$ cat src/rtl/golden_nonce_arbiter_if.sv
// Handshake between the nonce arbiter (master) and serial_transmit (slave).
// The master raises tx_send with tx_word. It holds both until it sees tx_busy.
interface golden_nonce_arbiter_if;
    logic        tx_send;
    logic [31:0] tx_word;
    logic        tx_busy;

    modport master (output tx_send, output tx_word, input tx_busy);
    modport slave  (input tx_send, input tx_word, output tx_busy);
endinterface

$ cat src/rtl/golden_nonce_arbiter.sv
// Golden-nonce arbiter.
// Each core has one pending slot. A round-robin arbiter moves pending nonces
// into a small FIFO, and a TX FSM feeds the FIFO head to serial_transmit.
// Any report that overwrites an unsent pending nonce is counted as a drop.
// The drop counter saturates.
//
// state   | meaning
// --------+-----------------------------------------------------------
// S_IDLE  | nothing in flight; pop the head when the FIFO has data and tx is idle
// S_REQ   | tx_send high with tx_word held; waiting for tx_busy
// S_DRAIN | transmitter accepted the word; waiting for tx_busy to fall
module golden_nonce_arbiter #(
    parameter int NUM_CORES  = 4,
    parameter int FIFO_DEPTH = 8,
    parameter int DROP_W     = 8
) (
    input  logic                          i_hash_clk,
    input  logic                          i_reset_n,
    input  logic                          i_flush,
    input  logic [NUM_CORES-1:0]          i_core_valid,
    input  logic [32*NUM_CORES-1:0]       i_core_nonce,
    golden_nonce_arbiter_if.master        tx_if,
    output logic [$clog2(FIFO_DEPTH):0]   o_fifo_count,
    output logic [DROP_W-1:0]             o_drop_count
);
    localparam int AW = $clog2(FIFO_DEPTH);
    localparam int GW = (NUM_CORES > 1) ? $clog2(NUM_CORES) : 1;

    typedef enum logic [1:0] {S_IDLE, S_REQ, S_DRAIN} state_t;

    state_t                r_state, w_state_nxt;
    logic [NUM_CORES-1:0]  r_pending;
    logic [31:0]           r_pend_nonce [NUM_CORES];
    logic [GW-1:0]         r_last_grant;
    logic [31:0]           r_fifo [FIFO_DEPTH];
    logic [AW-1:0]         r_wr_ptr, r_rd_ptr;
    logic [AW:0]           r_count;
    logic [DROP_W-1:0]     r_drop;
    logic [31:0]           r_tx_word;

    logic                  w_fifo_full, w_fifo_empty, w_push, w_pop;
    logic                  w_grant_vld;
    logic [NUM_CORES-1:0]  w_grant;
    logic [GW-1:0]         w_grant_core;
    logic [31:0]           w_grant_nonce;
    int                    w_idx;
    logic [4:0]            w_drop_num;
    logic [DROP_W+4:0]     w_drop_sum;
    logic [DROP_W-1:0]     w_drop_nxt;

    assign w_fifo_full  = (r_count == (AW+1)'(FIFO_DEPTH));
    assign w_fifo_empty = (r_count == '0);
    assign w_push       = w_grant_vld;
    // A flush empties the queue, so it also suppresses the pop in that cycle.
    assign w_pop        = (r_state == S_IDLE) && !w_fifo_empty && !tx_if.tx_busy && !i_flush;

    assign tx_if.tx_send = (r_state == S_REQ);
    assign tx_if.tx_word = r_tx_word;
    assign o_fifo_count  = r_count;
    assign o_drop_count  = r_drop;

    // Round-robin grant: the search starts at the core after the last grant and wraps around.
    always_comb begin
        w_grant_vld   = 1'b0;
        w_grant       = '0;
        w_grant_core  = '0;
        w_grant_nonce = '0;
        w_idx         = 0;
        if (!i_flush && !w_fifo_full) begin
            for (int k = 1; k <= NUM_CORES; k++) begin
                w_idx = int'(r_last_grant) + k;
                if (w_idx >= NUM_CORES) w_idx = w_idx - NUM_CORES;
                if (!w_grant_vld && r_pending[w_idx]) begin
                    w_grant_vld    = 1'b1;
                    w_grant[w_idx] = 1'b1;
                    w_grant_core   = GW'(w_idx);
                    w_grant_nonce  = r_pend_nonce[w_idx];
                end
            end
        end
    end

    // Count the reports that overwrite an ungranted pending nonce, then add them to the counter with saturation.
    always_comb begin
        w_drop_num = '0;
        w_drop_nxt = r_drop;
        for (int i = 0; i < NUM_CORES; i++) begin
            if (!i_flush && i_core_valid[i] && r_pending[i] && !w_grant[i])
                w_drop_num = w_drop_num + 5'd1;
        end
        w_drop_sum = {5'b0, r_drop} + {{DROP_W{1'b0}}, w_drop_num};
        if (w_drop_sum > {5'b0, {DROP_W{1'b1}}})
            w_drop_nxt = '1;
        else
            w_drop_nxt = w_drop_sum[DROP_W-1:0];
    end

    // Capture stage: a new report always wins over a grant in the same cycle.
    always_ff @(posedge i_hash_clk or negedge i_reset_n) begin
        if (!i_reset_n) begin
            r_pending    <= '0;
            r_last_grant <= '0;
            r_drop       <= '0;
            for (int i = 0; i < NUM_CORES; i++) r_pend_nonce[i] <= '0;
        end else begin
            r_drop <= w_drop_nxt;
            if (w_grant_vld) r_last_grant <= w_grant_core;
            for (int i = 0; i < NUM_CORES; i++) begin
                if (i_flush) begin
                    r_pending[i] <= 1'b0;
                end else if (i_core_valid[i]) begin
                    r_pending[i]    <= 1'b1;
                    r_pend_nonce[i] <= i_core_nonce[32*i +: 32];
                end else if (w_grant[i]) begin
                    r_pending[i] <= 1'b0;
                end
            end
        end
    end

    // FIFO storage has no reset; the pointers and count define which entries are valid.
    always_ff @(posedge i_hash_clk) begin
        if (w_push) r_fifo[r_wr_ptr] <= w_grant_nonce;
    end

    // FIFO pointers and occupancy.
    always_ff @(posedge i_hash_clk or negedge i_reset_n) begin
        if (!i_reset_n) begin
            r_wr_ptr <= '0;
            r_rd_ptr <= '0;
            r_count  <= '0;
        end else if (i_flush) begin
            r_wr_ptr <= '0;
            r_rd_ptr <= '0;
            r_count  <= '0;
        end else begin
            if (w_push) r_wr_ptr <= r_wr_ptr + AW'(1);
            if (w_pop)  r_rd_ptr <= r_rd_ptr + AW'(1);
            case ({w_push, w_pop})
                2'b10:   r_count <= r_count + (AW+1)'(1);
                2'b01:   r_count <= r_count - (AW+1)'(1);
                default: r_count <= r_count;
            endcase
        end
    end

    // Output word register, loaded when the head is popped.
    always_ff @(posedge i_hash_clk or negedge i_reset_n) begin
        if (!i_reset_n)  r_tx_word <= '0;
        else if (w_pop)  r_tx_word <= r_fifo[r_rd_ptr];
    end

    // TX FSM state register.
    always_ff @(posedge i_hash_clk or negedge i_reset_n) begin
        if (!i_reset_n) r_state <= S_IDLE;
        else            r_state <= w_state_nxt;
    end

    // TX FSM next state.
    always_comb begin
        w_state_nxt = r_state;
        case (r_state)
            S_IDLE:  if (w_pop)          w_state_nxt = S_REQ;
            S_REQ:   if (tx_if.tx_busy)  w_state_nxt = S_DRAIN;
            S_DRAIN: if (!tx_if.tx_busy) w_state_nxt = S_IDLE;
            default:                     w_state_nxt = S_IDLE;
        endcase
    end
endmodule

$ cat src/flat_wrapper.sv
// flat-port wrapper written by rule: the top's interface ports become plain ports
module golden_nonce_arbiter_flat 
#(
    parameter int NUM_CORES  = 4,
    parameter int FIFO_DEPTH = 8,
    parameter int DROP_W     = 8
)
  (i_hash_clk, i_reset_n, i_flush, i_core_valid, i_core_nonce, o_fifo_count, o_drop_count, tx_if_tx_send, tx_if_tx_word, tx_if_tx_busy);
  golden_nonce_arbiter_if tx_if_i ();
  input  logic i_hash_clk;
  input  logic i_reset_n;
  input  logic i_flush;
  input  logic [NUM_CORES-1:0] i_core_valid;
  input  logic [32*NUM_CORES-1:0] i_core_nonce;
  output logic [$clog2(FIFO_DEPTH):0] o_fifo_count;
  output logic [DROP_W-1:0] o_drop_count;
  output wire logic [$bits(tx_if_i.tx_send)-1:0] tx_if_tx_send;
  output wire logic [$bits(tx_if_i.tx_word)-1:0] tx_if_tx_word;
  input wire logic [$bits(tx_if_i.tx_busy)-1:0] tx_if_tx_busy;
  assign tx_if_tx_send = tx_if_i.tx_send;
  assign tx_if_tx_word = tx_if_i.tx_word;
  assign tx_if_i.tx_busy = tx_if_tx_busy;
  golden_nonce_arbiter #(.NUM_CORES(NUM_CORES), .FIFO_DEPTH(FIFO_DEPTH), .DROP_W(DROP_W)) u_core (.i_hash_clk(i_hash_clk), .i_reset_n(i_reset_n), .i_flush(i_flush), .i_core_valid(i_core_valid), .i_core_nonce(i_core_nonce), .tx_if(tx_if_i), .o_fifo_count(o_fifo_count), .o_drop_count(o_drop_count));
endmodule
$ cat config.mk
export PLATFORM = sky130hd
export DESIGN_NAME = golden_nonce_arbiter_flat
export DESIGN_NICKNAME = d
export VERILOG_FILES = /design/src/rtl/golden_nonce_arbiter_if.sv /design/src/rtl/golden_nonce_arbiter.sv /design/src/flat_wrapper.sv
export SDC_FILE = /design/constraint.sdc
export NUM_CORES = 1
export LEC_CHECK = 0
export CORE_UTILIZATION = 58
export DETAILED_ROUTE_END_ITERATION = 10
export GPL_TIMING_DRIVEN = 0
export PLACE_DENSITY = 0.78
export SLEW_MARGIN = 5
export SYNTH_ARGS = -nofsm -noshare
export SYNTH_HDL_FRONTEND = slang
export SYNTH_SLANG_ARGS = --single-unit
$ cat constraint.sdc
create_clock -name i_hash_clk -period 7.6 [get_ports i_hash_clk]
set_clock_uncertainty 0.05 [all_clocks]
set_input_delay 1.52 -clock i_hash_clk [delete_from_list [all_inputs] [get_ports i_hash_clk]]
set_output_delay 1.52 -clock i_hash_clk [all_outputs]
set_load 0.01 [all_outputs]
==> metrics <==
Synth Instances 1304; peak supply drop 204 uV; list of most frequent post-synthesis cells edfxtp_1 (256), mux4_2 (195), dfrtp_1 (186); I/O Pins ~180; die height approximately 190 um; total CTS buffers 46; Routed WL per cell 25.9 um; met2 usage 0.482; first-pass GRT wire length just over 80000 um; area of the core 35800 um^2; Post-CTS Setup Repair Bufs 0; Hold-fix buffers, CTS 0; CP max FO 19; WS Path Type flip-flop to flip-flop; # clock sinks around 440; final hold viol count 0; Final #Nets ~1700; # H-tree levels 2; fmax between 100 and 150 MHz; post-layout util 0.713; fill cell total of the finished layout 2212; Crit. End Element flip-flop; Fin Setup TNS 0 ns; Slew @ Worst Pin between 1 and 1.5 ns; cell area after synthesis between 20000 and 25000 um^2; PD cells 413 nW/um^2; FF-to-FF path depth 22; failing checks design-rule violations; Placement Cell Area roughly 24000 um^2; launch point of the worst path u_core.r_last_grant[0]; Synth Warn # 0; vias between 10000 and 15000; critical path required time between 7 and 8 ns; antenna cells 0; Final Max Tran Viols 0; leading area contributor after synthesis edfxtp_1; Seq cells post-synth 442; Hold Path Depth 2; Worst Hold Class flip-flop to flip-flop; cts repair resizes 0; r2r setup slk between 0.7 and 0.8 ns; synth-to-layout area growth 20.4%; register area share after synthesis 0.582; initial antenna violation count 1; CTS tree built; status complete, but fails checks; GRT Util Overall 0.292; GRT met3 Usage 0.0582; antenna viol nets, final 0; fraction of layout cells with a size suffix above 1 0.281; Starting Density 0.592; DIE AREA 37400 um^2; GP Congestion between 0.8 and 0.9; gr busiest metal met2; Reg-to-Reg End u_core.o_drop_count[5]; port bufs 180; syn_nets 1460; Period Utilization, post-route 0.903; pin count of the biggest net entering global routing 95; WHS 0.476 ns; top cell type's share of synthesized area 0.362; Slew HR 0.320; vias per inst 6.51; Critical Path End u_core.o_drop_count[5]; Post-Route WL roughly 53000 um; largest cells by area after synthesis edfxtp_1 (36%), dfrtp_1 (22%), mux4_2 (21%), mux2_2 (6.8%), a21oi_1 (1.7%); Worst-Skew Late Latency 0.57 ns; clk slew on worst S/H paths about 0.060 ns; Arr. time, crit path between 7 and 8 ns; CP startpoint kind flip-flop; CTS Buffer Depth 3; Post-synth EDFFs ~260; post-DP HPWL roughly 36000 um; vias in the first global route ~14000; number of DRC markers in iteration 0 roughly 1300; met1 usage 0.393; Final Critical Period 6.87 ns; Leak around 9 nW; DRC 4; Max Cap Viol 0; Main synth FF type edfxtp_1; Yosys cell types between 40 and 50; final setup violation count 0; mean post-synth cell area 16.3 um^2; Die X-Extent between 150 and 200 um; RSZ-0062 raised after global routing false; Design Area, Final about 26000 um^2; grt total ovfl 0; Async S/R FF share, synth 0.421; Critical R2R Launch u_core.r_last_grant[0]; most frequent cell after synthesis edfxtp_1; Pre-antenna DRT Iters 10; Rows 69; CTS root buffer clkbuf_16
## cell type report
type,count,area [um^2],area share
clock inverters,27,359,0.0141
inverters,17,63.8,0.00250
plain buffers,98,383,0.0150
clock buffers,58,1240,0.0484
flip-flops and latches,442,12300,0.483
repair buffers,206,2110,0.0826
multi-input cells,745,8470,0.332
well taps,461,577,0.0226
## report_power, final
| group | internal [mW] | total (mW) | switching (mW) |
|---|---|---|---|
| Combinational | 2.07 | 4.57 | 2.50 |
| Clock | 1.43 | 2.38 | 0.946 |
| Sequential | 3.31 | 3.60 | 0.294 |
## kinds of logic after synthesis
family | share of synthesized area
flip-flops | 0.582
AND/OR/NAND/NOR | 0.0368
AO/OA/AOI/OAI | 0.0483
XOR/XNOR | 0.00654
other | 0.000177
buffers and inverters | 0.0213
multiplexers | 0.293
adder cells (fa/ha/maj) | 0.0125
## through the flow
step | power, mW | instances | worst slack (ns)
finish | 10.5 | 2054 | 0.735
global route | 11.0 | 2054 | 0.187
CTS | 10.6 | 2056 | 0.258
detailed placement | 8.13 | 1971 | 0.276
global placement | 7.93 | 1945 | -3.03
floorplan | 6.62 | 1304 | 1.64
## worst max-delay path: stages (launching register included)
cell and delay, ns:
dfrtp_1 0.42, buf_2 0.20, buf_2 0.27, buf_2 0.61, inv_1 0.25, ha_1 0.34
clkbuf_1 0.34, mux4_2 0.64, nor4b_4 0.61, a22oi_1 0.17, o21ai_0 0.29, nor3_1 0.09
ha_1 0.34, xor2_1 0.24, ha_1 0.29, mux2_1 0.32, ha_1 0.28, a21o_1 0.17
a21oi_1 0.24, nor2b_1 0.10, o21ai_0 0.20, xor2_1 0.17, nand2_1 0.07
## sequential cells by signal, indices dropped and copies added (netlist names)
register and count:
u_core.r_fifo 256, u_core.r_pending 4, u_core.tx_if.tx_word 32, u_core.r_rd_ptr 3, u_core.r_wr_ptr 3, u_core.r_last_grant 2
u_core.o_fifo_count 4, u_core.r_state 2, u_core.r_pend_nonce 128, u_core.o_drop_count 8
## worst min path at each step
stage	slack, ns	end	start
2_1_floorplan	0.47	u_core.r_state[1]	u_core.r_state[1]
3_3_place_gp	0.46	u_core.tx_if.tx_word[30]	u_core.tx_if.tx_word[30]
3_5_place_dp	0.47	u_core.tx_if.tx_word[29]	u_core.tx_if.tx_word[29]
4_1_cts	0.48	u_core.tx_if.tx_word[29]	u_core.tx_if.tx_word[29]
5_1_grt	0.51	u_core.tx_if.tx_word[16]	u_core.tx_if.tx_word[16]
6_report	0.48	u_core.tx_if.tx_word[25]	u_core.tx_if.tx_word[25]
## routing by layer
metal	vias up	routed length, um
met3	117	4820
met2	744	26400
met1	6839	20300
li1	5677	-
met4	2	1720
met5	-	13
## layout by cell type, fill, tap and decap left out, drive strengths merged, types with 19 or more instances in the layout
cell / Yosys / layout
a21oi: 74 / 74
a22oi: 33 / 33
buf: 31 / 57
clkbuf: 69 / 126
clkdlybuf4s50: 0 / 179
dfrtp: 186 / 186
edfxtp: 256 / 256
inv: 17 / 19
mux2: 129 / 129
mux2i: 37 / 37
mux4: 195 / 195
nand2: 47 / 47
nor2: 81 / 81
o21ai: 47 / 47
(Power assumes the default switching activity.)
